$ cat src/rtl/two_of_five_serializer_if.sv
// Producer/stream bundle for the 2-of-5 serializer.
//   digit_in    [3:0] BCD digit offered by the producer
//   digit_valid       digit_in holds a digit to transfer
//   digit_ready       serializer can accept a digit this cycle
//   out               serial 2-of-5 stream, one bit per cycle
//   sof               out carries bit 0 of a nibble
//   level       [2:0] digits queued in the FIFO
//   err               (TOF_ERR_FLAG_EN only) one-cycle pulse after a non-BCD transfer
// Modports: master = producer/consumer side, slave = serializer.
interface two_of_five_serializer_if;
  logic [3:0] digit_in;
  logic       digit_valid;
  logic       digit_ready;
  logic       out;
  logic       sof;
  logic [2:0] level;
`ifdef TOF_ERR_FLAG_EN
  logic       err;

  modport master (output digit_in, digit_valid,
                  input  digit_ready, out, sof, level, err);
  modport slave  (input  digit_in, digit_valid,
                  output digit_ready, out, sof, level, err);
`else
  modport master (output digit_in, digit_valid,
                  input  digit_ready, out, sof, level);
  modport slave  (input  digit_in, digit_valid,
                  output digit_ready, out, sof, level);
`endif
endinterface

$ cat src/rtl/two_of_five_serializer.sv
// BCD to 2-of-5 serializer with a 4-entry digit FIFO.
// A free-running 5-phase counter frames the output stream; on phase 4 the
// next frame is loaded from the FIFO head, or an idle 00000 frame if empty.
// Ports:
//   clk      clock, rising edge
//   reset_l  asynchronous active-low reset
//   bus      two_of_five_serializer_if.slave (digit handshake, out/sof/level)
// Optional macro TOF_ERR_FLAG_EN adds bus.err: one-cycle pulse after each
// transfer of a digit in 10..15.
module two_of_five_serializer (
  input  logic                            clk,
  input  logic                            reset_l,
  two_of_five_serializer_if.slave         bus
);

  localparam int unsigned DEPTH   = 4;
  localparam int unsigned PTR_W   = 2;
  localparam int unsigned LVL_W   = 3;
  localparam int unsigned DIGIT_W = 4;
  localparam int unsigned FRAME_W = 5;

  // Bit counter expressed as the framing FSM; encoding equals the bit index.
  typedef enum logic [2:0] {
    PH0 = 3'd0,
    PH1 = 3'd1,
    PH2 = 3'd2,
    PH3 = 3'd3,
    PH4 = 3'd4
  } phase_e;

  phase_e               state_q, state_d;
  logic [FRAME_W-1:0]   frame_q, frame_d;
  logic [DIGIT_W-1:0]   fifo_q [DEPTH];
  logic [DIGIT_W-1:0]   fifo_d [DEPTH];
  logic [PTR_W-1:0]     wr_ptr_q, wr_ptr_d;
  logic [PTR_W-1:0]     rd_ptr_q, rd_ptr_d;
  logic [LVL_W-1:0]     level_q, level_d;
  logic                 push_c;
  logic                 pop_c;

  function automatic logic [FRAME_W-1:0] encode(input logic [DIGIT_W-1:0] d);
    case (d)
      4'd0:    encode = 5'b00011;
      4'd1:    encode = 5'b00101;
      4'd2:    encode = 5'b00110;
      4'd3:    encode = 5'b01010;
      4'd4:    encode = 5'b01100;
      4'd5:    encode = 5'b01001;
      4'd6:    encode = 5'b11000;
      4'd7:    encode = 5'b10100;
      4'd8:    encode = 5'b10010;
      4'd9:    encode = 5'b10001;
      default: encode = 5'b00000;
    endcase
  endfunction

  // Ready depends only on registered level, so a full FIFO never passes through.
  assign bus.digit_ready = (level_q != LVL_W'(DEPTH));
  assign bus.out         = frame_q[state_q];
  assign bus.sof         = (state_q == PH0);
  assign bus.level       = level_q;

  assign push_c = bus.digit_valid && bus.digit_ready;
  // Pop decision uses pre-push level: a digit arriving on the load edge waits a frame.
  assign pop_c  = (state_q == PH4) && (level_q != '0);

  // Next-state: phase advance, frame load, FIFO bookkeeping.
  always_comb begin
    state_d  = state_q;
    frame_d  = frame_q;
    fifo_d   = fifo_q;
    wr_ptr_d = wr_ptr_q;
    rd_ptr_d = rd_ptr_q;
    level_d  = level_q;

    case (state_q)
      PH0:     state_d = PH1;
      PH1:     state_d = PH2;
      PH2:     state_d = PH3;
      PH3:     state_d = PH4;
      PH4: begin
        state_d = PH0;
        frame_d = pop_c ? encode(fifo_q[rd_ptr_q]) : '0;
      end
      default: state_d = PH0;
    endcase

    if (push_c) begin
      fifo_d[wr_ptr_q] = bus.digit_in;
      wr_ptr_d         = wr_ptr_q + PTR_W'(1);
    end
    if (pop_c) begin
      rd_ptr_d = rd_ptr_q + PTR_W'(1);
    end
    level_d = level_q + LVL_W'(push_c) - LVL_W'(pop_c);
  end

  // State registers.
  always_ff @(posedge clk or negedge reset_l) begin
    if (!reset_l) begin
      state_q  <= PH0;
      frame_q  <= '0;
      wr_ptr_q <= '0;
      rd_ptr_q <= '0;
      level_q  <= '0;
      for (int i = 0; i < DEPTH; i++) fifo_q[i] <= '0;
    end else begin
      state_q  <= state_d;
      frame_q  <= frame_d;
      wr_ptr_q <= wr_ptr_d;
      rd_ptr_q <= rd_ptr_d;
      level_q  <= level_d;
      for (int i = 0; i < DEPTH; i++) fifo_q[i] <= fifo_d[i];
    end
  end

`ifdef TOF_ERR_FLAG_EN
  logic err_q, err_d;

  // Flags a transferred non-BCD digit one cycle after the transfer edge.
  always_comb begin
    err_d = push_c && (bus.digit_in > DIGIT_W'(9));
  end

  always_ff @(posedge clk or negedge reset_l) begin
    if (!reset_l) err_q <= 1'b0;
    else          err_q <= err_d;
  end

  assign bus.err = err_q;
`endif

endmodule

$ cat src/flat_wrapper.sv
// flat-port wrapper written by rule: the top's interface ports become plain ports
module two_of_five_serializer_flat 
  (clk, reset_l, bus_digit_in, bus_digit_valid, bus_digit_ready, bus_out, bus_sof, bus_level);
  two_of_five_serializer_if bus_i ();
  input  logic clk;
  input  logic reset_l;
  input wire logic [$bits(bus_i.digit_in)-1:0] bus_digit_in;
  input wire logic [$bits(bus_i.digit_valid)-1:0] bus_digit_valid;
  output wire logic [$bits(bus_i.digit_ready)-1:0] bus_digit_ready;
  output wire logic [$bits(bus_i.out)-1:0] bus_out;
  output wire logic [$bits(bus_i.sof)-1:0] bus_sof;
  output wire logic [$bits(bus_i.level)-1:0] bus_level;
  assign bus_i.digit_in = bus_digit_in;
  assign bus_i.digit_valid = bus_digit_valid;
  assign bus_digit_ready = bus_i.digit_ready;
  assign bus_out = bus_i.out;
  assign bus_sof = bus_i.sof;
  assign bus_level = bus_i.level;
  two_of_five_serializer u_core (.clk(clk), .reset_l(reset_l), .bus(bus_i));
endmodule
$ cat config.mk
export PLATFORM = sky130hd
export DESIGN_NAME = two_of_five_serializer_flat
export DESIGN_NICKNAME = d
export VERILOG_FILES = /design/src/rtl/two_of_five_serializer_if.sv /design/src/rtl/two_of_five_serializer.sv /design/src/flat_wrapper.sv
export SDC_FILE = /design/constraint.sdc
export NUM_CORES = 1
export LEC_CHECK = 0
export BUFFER_PORTS_ARGS = -buffer_cell sky130_fd_sc_hd__buf_2
export CORE_UTILIZATION = 30
export DETAILED_ROUTE_END_ITERATION = 12
export PLACE_DENSITY = 0.54
export SETUP_SLACK_MARGIN = 0.02
export SLEW_MARGIN = 40
export SYNTH_ARGS = -nofsm -noshare
export SYNTH_HDL_FRONTEND = slang
export SYNTH_SLANG_ARGS = --single-unit
export TNS_END_PERCENT = 1
$ cat constraint.sdc
create_clock -name clk -period 2.9 [get_ports clk]
set_input_delay 0.87 -clock clk [delete_from_list [all_inputs] [get_ports clk]]
set_output_delay 0.87 -clock clk [all_outputs]
set_load 0.02 [all_outputs]
==> summary.md <==
| Metric | Value |
|---|---|
| Max cap viols | 0 |
| Final Setup Violations | 0 |
| Via count | 922 |
| Pins Over Slew Limit | 0 |
| Root Driver | clkbuf_8 |
| Total power | 2.20 mW |
| Largest net degree at the start of global routing | 32 |
| Clock-pin slew on the worst setup and hold paths | 0.07 ns |
| TritonCTS clock tree | yes |
| Residual DRC | 0 |
| Synth Instances | 122 |
| Drt pass-1 iters | 4 |
| EDFF count, synth | 0 |
| Core footprint | 4820 µm² |
| Die span in y | 73.7 µm |
| Clock buffer depth | 2 |
| CTS buffer count | 5 |
| Startpoint Class | register |
| Pre-CTS setup slack | 0.412 ns |
| Worst path slowest cell | or3b_1 |
| Slew @ Worst Pin | 0.675 ns |
| Clock latency on the worst-skew pair | 0.28 ns |
| Unrepaired setup endpoints after global routing | false |
| Worst slew margin | 0.550 |
| WS Path Type | register to register |
| Arrival @ worst endpoint | 2.66 ns |
| Pwr dens | 1230 nW/µm² |
| Row Count | 25 |
| Leak Pwr | 0.819 nW |
| Top-area cell type share of the netlist area | 0.504 |
| Drt via density | 4.48 |
| Area after DPL | 1670 µm² |
| Clock skew | 0.00363 ns |
| Syn Nets | 141 |
| Cell taking the most area after synthesis | dfrtp_1 |
| Slowest stage delay, CP | 0.51 ns |
| Initial DRC Count | 19 |
| Area delta synth->final | 16.1% |
| Ys Warns | 0 |
| Full die area | 5420 µm² |
| H-tree Lvls | 2 |
| Vias in the first global route | 1,018 |
| Final GP Congestion | 0.696 |
| TNS Setup | 0 ns |
| Final Util | 0.371 |
| Routed WL | 2650 µm |
| Flip-flop and latch count after synthesis | 31 |
| Initial Util | 0.320 |
| Share of cells above drive strength 1 | 0.295 |
| Gr usage total | 0.121 |
| Antenna violations before repair | 0 |
| Fin area | 1790 µm² |
| Post-CTS setup buffer count | 0 |
| Area contributors post-synth | dfrtp_1 50%, mux2_2 12%, ha_1 8.9% |
| Nets@finish | 157 |
| Hold Buf Count CTS | 0 |
| Synth async-reset ratio | 1.00 |
| CP max FO | 7 |
| Class of the worst hold path | register to register |
| Antenna viol nets, final | 0 |
| Time the worst path needs with I/O delays and setup | 2.50 ns |
| Final setup margin | 0.402 ns |
| Die X | 73.7 µm |
| Worst Path Buf+Inv | 2 |
| Post-CTS sizing | 0 |
| Residual overflow from global routing | 0 |
| IO buf count | 12 |
| Wire length of the first global-routing pass | 4700 µm |
| Mapped Area | 1540 µm² |
| Avg Cell Area, Syn | 12.6 µm² |
| Fin. Hold Viols | 0 |
| Most used DFF post-synth | dfrtp_1 |
| Max VDD drop | 480 µV |
| Status | completed |
| Antenna cells | 0 |
| Crit end category | register |
| CTS sink cnt | 31 |
| Wire per inst | 12.9 µm |
| Top delay family on crit path | simple AND/OR/NAND/NOR gates |
| Critical Path RT | 3.07 ns |
| DPL Wire Length | 1900 µm |
| Cell variety after synth | 25 |
| Register area share after synthesis | 0.504 |
| IO Count | 13 |
| Fin crit share | 0.861 |
| Fmax | 0.400 GHz |
| Cell Chain, Critical Path | or3b_1, or2_0, inv_1, ha_1, inv_1, ha_1, fa_1, xnor2_1 |
==> kinds of logic after synthesis <==
group,Yosys count,share of synthesized area
fa+ha+maj,12,0.102
xor+xnor,8,0.0455
compound gates,10,0.0439
simple gates,24,0.0699
flops,31,0.504
mux,22,0.197
buf+inv,15,0.0382
==> report_power, final <==
| group | internal [mW] | switching, mW |
|---|---|---|
| combinational | 0.496 | 0.490 |
| sequential | 0.639 | 0.142 |
| clock | 0.278 | 0.158 |
| total | 1.41 | 0.790 |
==> cell type report <==
class	instances	area, µm²
Fill cell	493	3030
Clock inverter	2	35.0
Sequential cell	31	776
Timing Repair Buffer	12	60.1
Multi-Input combinational cell	76	706
Tap cell	67	83.8
Inverter	12	45.0
Clock buffer	6	82.6
==> worst paths after layout <==
path / from / end / slack (ns) / depth (start not counted)
setup / recovery: u_core.state_q[0] / u_core.bus.level[2] / 0.40 / 8
hold / removal: u_core.frame_q[0] / u_core.frame_q[0] / 0.50 / 2
setup reg to reg: u_core.state_q[0] / u_core.bus.level[2] / 0.40 / 8
hold reg to reg: u_core.frame_q[0] / u_core.frame_q[0] / 0.50 / 2
max in group asynchronous: reset_l / u_core.fifo_q[13] / 1.84 / 1
min in group asynchronous: reset_l / u_core.state_q[2] / 0.62 / 1
==> flip-flops by register name, summed over array words and instances (netlist names) <==
register	cells
u_core.state_q	3
u_core.rd_ptr_q	2
u_core.wr_ptr_q	2
u_core.bus.level	3
u_core.fifo_q	16
u_core.frame_q	5
==> synthesized netlist by cell type (all sizes together) (2+ instances only) <==
cell type / count
mux4: 5
a21oi: 2
nor2: 6
nand2: 12
xnor2: 5
inv: 12
xor2: 3
ha: 11
mux2: 16
dfrtp: 31
nor3: 3
clkbuf: 2
o21ai: 2
a22o: 2
==> per-layer routing <==
metal / vias up / GRT usage / part of all wire
met5: - / 0 / 0
met4: 0 / 0.0641 / 0.011
met3: 4 / 0.0384 / 0.039
met2: 12 / 0.203 / 0.50
met1: 462 / 0.138 / 0.45
li1: 444 / - / -
==> stage by stage <==
step / cells / hold WS [ns]
4_1_cts: 206 / 0.498
5_1_grt: 206 / 0.526
3_5_place_dp: 198 / 0.483
2_1_floorplan: 122 / 0.444
3_3_place_gp: 198 / 0.482
6_report: 206 / 0.496
==> cells in the final DEF, fill, tap and decap left out, drive strengths merged <==
| cell type | count |
|---|---|
| nor3 | 3 |
| o22ai | 1 |
| bufinv | 1 |
| inv | 12 |
| mux4 | 5 |
| dfrtp | 31 |
| fa | 1 |
| or2 | 1 |
| buf | 12 |
| a22o | 2 |
| o21ai | 2 |
| a21oi | 2 |
| mux2i | 1 |
| xor2 | 3 |
| clkinv | 1 |
| or4b | 1 |
| o311ai | 1 |
| o31ai | 1 |
| a21boi | 1 |
| or3b | 1 |
| nand2 | 12 |
| nor2 | 6 |
| ha | 11 |
| mux2 | 16 |
| xnor2 | 5 |
| clkbuf | 6 |
==> worst register-to-register path, cell delays in order (launching register included) <==
cell and delay (ns):
dfrtp_1 0.45, or3b_1 0.51, or2_0 0.37, inv_1 0.16
ha_1 0.13, inv_1 0.04, ha_1 0.19, fa_1 0.41
xnor2_1 0.14
Note: power is estimated with default switching activity, not from simulation.
